### src/rtl/child_rr_dispatcher.sv
// Round-robin dispatcher: one holding register feeding N_CHILD lanes in strict rotation,
// with a wrapping count of completed output handshakes.
module child_rr_dispatcher #(
  parameter  int N_CHILD = 5,
  parameter  int DATA_W  = 8,
  parameter  int CNT_W   = 16,
  localparam int LANE_W  = (N_CHILD > 1) ? $clog2(N_CHILD) : 1
) (
  input  logic                clk,
  input  logic                rst_n,
  input  logic                in_valid,
  output logic                in_ready,
  input  logic [DATA_W-1:0]   in_data,
  output logic [N_CHILD-1:0]  out_valid,
  input  logic [N_CHILD-1:0]  out_ready,
  output logic [DATA_W-1:0]   out_data,
  output logic [LANE_W-1:0]   lane_sel,
  output logic [CNT_W-1:0]    total_cnt,
  output logic                idle
);

  typedef enum logic {
    ST_EMPTY = 1'b0,
    ST_FULL  = 1'b1
  } state_e;

  state_e              state_q, state_d;
  logic [DATA_W-1:0]   data_q, data_d;
  logic [LANE_W-1:0]   lane_q, lane_d;
  logic [CNT_W-1:0]    cnt_q, cnt_d;
  logic [N_CHILD-1:0]  valid_q, valid_d;
  logic                fire_s;
  logic [LANE_W-1:0]   lane_next_s;

  // Only the selected lane's ready bit is looked at, so the other bits cannot leak into any output.
  always_comb begin
    fire_s = (state_q == ST_FULL) && out_ready[lane_q];
    if (lane_q == LANE_W'(N_CHILD - 1)) begin
      lane_next_s = {LANE_W{1'b0}};
    end else begin
      lane_next_s = lane_q + LANE_W'(1);
    end
  end

  // Next-state logic for the holding register, rotation pointer and dispatch counter.
  always_comb begin
    state_d = state_q;
    data_d  = data_q;
    lane_d  = lane_q;
    cnt_d   = cnt_q;
    case (state_q)
      ST_EMPTY: begin
        if (in_valid) begin
          state_d = ST_FULL;
          data_d  = in_data;
        end else begin
          state_d = ST_EMPTY;
        end
      end
      ST_FULL: begin
        if (fire_s) begin
          lane_d = lane_next_s;
          cnt_d  = cnt_q + CNT_W'(1);
          if (in_valid) begin
            state_d = ST_FULL;
            data_d  = in_data;
          end else begin
            state_d = ST_EMPTY;
          end
        end else begin
          state_d = ST_FULL;
        end
      end
      default: begin
        state_d = ST_EMPTY;
      end
    endcase
    if (state_d == ST_FULL) begin
      valid_d = N_CHILD'(1) << lane_d;
    end else begin
      valid_d = {N_CHILD{1'b0}};
    end
  end

  // State registers; reset discards any held word at once.
  always_ff @(posedge clk or negedge rst_n) begin
    if (!rst_n) begin
      state_q <= ST_EMPTY;
      data_q  <= {DATA_W{1'b0}};
      lane_q  <= {LANE_W{1'b0}};
      cnt_q   <= {CNT_W{1'b0}};
      valid_q <= {N_CHILD{1'b0}};
    end else begin
      state_q <= state_d;
      data_q  <= data_d;
      lane_q  <= lane_d;
      cnt_q   <= cnt_d;
      valid_q <= valid_d;
    end
  end

  // A refill is accepted on the same cycle the held word leaves.
  assign in_ready  = (state_q == ST_EMPTY) || fire_s;
  assign out_valid = valid_q;
  assign out_data  = data_q;
  assign lane_sel  = lane_q;
  assign total_cnt = cnt_q;
  assign idle      = (state_q == ST_EMPTY) && !in_valid;

endmodule
### config.mk
export PLATFORM = sky130hd
export DESIGN_NAME = child_rr_dispatcher
export DESIGN_NICKNAME = d
export VERILOG_FILES = /design/src/rtl/child_rr_dispatcher.sv
export SDC_FILE = /design/constraint.sdc
export NUM_CORES = 1
export LEC_CHECK = 0
export CAP_MARGIN = 20
export CORE_MARGIN = 2
export CORE_UTILIZATION = 25
export CTS_CLUSTER_DIAMETER = 100
export DETAILED_ROUTE_END_ITERATION = 7
export PLACE_DENSITY = 0.5
export SLEW_MARGIN = 0
export SYNTH_ARGS = -nofsm -noshare
export SYNTH_HDL_FRONTEND = slang
export SYNTH_SLANG_ARGS = --single-unit
### constraint.sdc
create_clock -name clk -period 2.9 [get_ports clk]
set_input_delay 0.29 -clock clk [delete_from_list [all_inputs] [get_ports clk]]
set_output_delay 0.29 -clock clk [all_outputs]
set_load 0.05 [all_outputs]
==> impl_metrics.toml <==
[clock_network]
path_clk_slew_ps = 60
post-cts-setup-buffer-count = 0
cts_hold_buf = 0
root_buffer = "clkbuf_8"
cts_buffers = 5
insertion_delay_ps = 280
ctsHtreeMaxLevel = 2
clockBufferDepth = 2
cts-resized-gates = 0
cts_sinks = 33
cts_tree = "built"

[pwr]
clock_power_share_pct = 13.6
swShare_pct = 47.07
ir_drop_uv = 497.7
intPower_mw = 1.334
cellLeakagePower_nw = 0.9750
power_density_nw_per_um2 = 1151
seq_power_share_pct = 29.2
power_frac_comb_pct = 57.2
p_sw_mw = 1.187

[floorplanning]
die_y_um = 81.89
num_io_pins = 50
coreArea_um2 = 5886
rows = 28
die_area_um2 = 6705
chipWidth_um = 81.89
start_util_pct = 25.77

[sta]
final.setup.worst_slack_ps = 307.5
finalSetupTns_ps = 0
post-route-period-util_pct = 89.40
hold_slack_ps = 416.9
tightestPinTransition_ps = 526.3
clock_skew_ps = 3.527
layout_min_cycle_time_ps = 2593
maxSlewHeadroom_pct = 64.80
slew_violations = 0
grt_setup_unrepaired = "no"
setup_viol = 0
hold_violations = 0
fmax_mhz = 385.7

[layout]
regArea_um2 = 825.8
multi_input_area_um2 = 645.6
stdcell_area_um2 = 2191
final_common_cell = "clkdlybuf4s50_1"
nNetsFinal = 199
area_delta_synth_final_pct = 44.47
drive_gt1_share_pct = 13.33
fillerInstances = 579
diodes = 0
final_cell_mix = "clkdlybuf4s50_1 (49), dfrtp_1 (33), xor2_1 (13)"

[routing]
wl_um = 3434
drt_iter0_drc = 20
vias_per_cell = 4.475
avgRoutedWirePerCell_um = 13.47
num_vias = 1141
drtPass1Iterations = 4
drc_errors = 0
ant_nets = 0

[logic_synthesis]
seq_area_frac_synth_pct = 54.46
synth_cells = 123
synthFlopType = "dfrtp_1"
syn_area_per_cell_um2 = 12.33
synth_nets = 142
synth_edf_count = 0
synthArstFlopShare_pct = 100.0
synth_area_um2 = 1516
yosys_warnings = 0
ys_types = 34
ys_ff_latch = 33

[global_route]
grt_usage_pct = 10.63
grt_max_degree = 34
grt_pass1_wl_um = 5292
gr-total-overflow = 0
grt_pass1_vias = 1084
antenna_found_initial = 0

[placement]
port_buffers = 49
place_area_um2 = 2105
dpl.hpwl_um = 2585
gp_congestion = 0.7106
dp_slack_ps = 331.6

[setup_path]
crit_required_ps = 2610
worstPathCellList = "clkdlybuf4s50_1 -> mux4_2 -> a211o_1 -> clkdlybuf4s50_1"
cp-end-kind = "output port"
cp.buffers_inverters = 2
start_kind = "input pin"
cp_common_cell = "clkdlybuf4s50_1"
slowest_delay_ps = 710
crit_fanout = 3
crit_family = "buffers and inverters"
critical_path_class = "in -> out"
cp.arrival_ps = 2300
slowest_stage = "clkdlybuf4s50_1"

[worst_hold_path]
hold_path.class = "in -> async"

[flow_run]
maxCapViolations = 0

[run_status]
status = "finished clean"
-- area by class of cell --
type | count | area share (%)
flip-flops and latches | 33 | 37.69
clock buffers | 7 | 3.941
multi-input cells | 81 | 29.47
inverters | 7 | 1.199
well taps | 75 | 4.283
repair buffers | 52 | 23.42
-- power groups by stage --
stage	Combinational, mW	Clock [mW]	Sequential [mW]
after global routing	1.53	0.377	0.762
final	1.44	0.343	0.736
after floorplan	0.524	0	1.21
after detailed placement	1.45	0	0.748
after CTS	1.45	0.354	0.739
after global placement	1.43	0	0.740
-- registers in the layout (all words and copies together) (netlist names) --
register / flops
out_valid: 5
out_data: 8
state_q: 1
lane_sel: 3
total_cnt: 16
-- logic make-up (layout without fill, tap and decap cells) --
group,after synthesis,count (layout),share of synthesized area [%]
flip-flops,33,33,54.46
AO/OA/AOI/OAI,7,7,3.713
multiplexers,13,13,10.23
adder cells (fa/ha/maj),3,3,2.476
buffers and inverters,9,66,2.971
AND/OR/NAND/NOR,43,43,17.49
XOR/XNOR,15,15,8.664
-- layer usage --
layer	share of wire [%]	track usage, %	wire [µm]
met3	6.9	2.967	238
met1	46	12.62	1566
met2	47	17.72	1601
met4	0.79	5.000	27
met5	0	0	0
-- metrics by stage --
stage / std cells / utilization [%] / power (mW)
4_1_cts: 255 / 37.22 / 2.546
3_3_place_gp: 248 / 35.76 / 2.173
2_1_floorplan: 123 / - / 1.737
6_report: 255 / 37.22 / 2.521
5_1_grt: 255 / 37.22 / 2.673
3_5_place_dp: 248 / 35.76 / 2.198
-- final timing paths --
kind / startpoint / end / slack, ps / cells after the start
worst max-delay path: out_ready[3] / in_ready / 310 / 4
worst max register to register: lane_sel[0] / out_data[4] / 970 / 4
max in group asynchronous: rst_n / out_data[5] / 2190 / 2
min in group clk: total_cnt[15] / total_cnt[15] / 470 / 1
worst min-delay path: rst_n / out_valid[2] / 420 / 2
worst min register to register: total_cnt[15] / total_cnt[15] / 470 / 1
-- cells in the mapped netlist, drive strengths merged, types with 2 or more instances --
cell type / number / area share [%]
xnor2: 2 / 1.2
xor2: 13 / 7.5
mux2i: 2 / 1.3
nor3b: 3 / 1.5
nand3: 5 / 1.6
nand4: 2 / 0.82
dfrtp: 33 / 54
nor2b: 2 / 1.3
mux2: 10 / 7.4
nand2: 6 / 1.7
buf: 2 / 1.2
nor4b: 3 / 1.7
nor2: 7 / 1.7
nor4bb: 2 / 1.3
ha: 3 / 2.5
nor4: 3 / 1.2
nor3: 5 / 1.6
inv: 7 / 1.7
-- worst reg2reg max path, delay by kind of cell, from the launching register on --
kind             cells  cell delay, ps
AO/OA/AOI/OAI        1             350
flip-flops           1             370
multiplexers         2             900
AND/OR/NAND/NOR      1             190
Note: power is estimated with default switching activity, not from simulation.
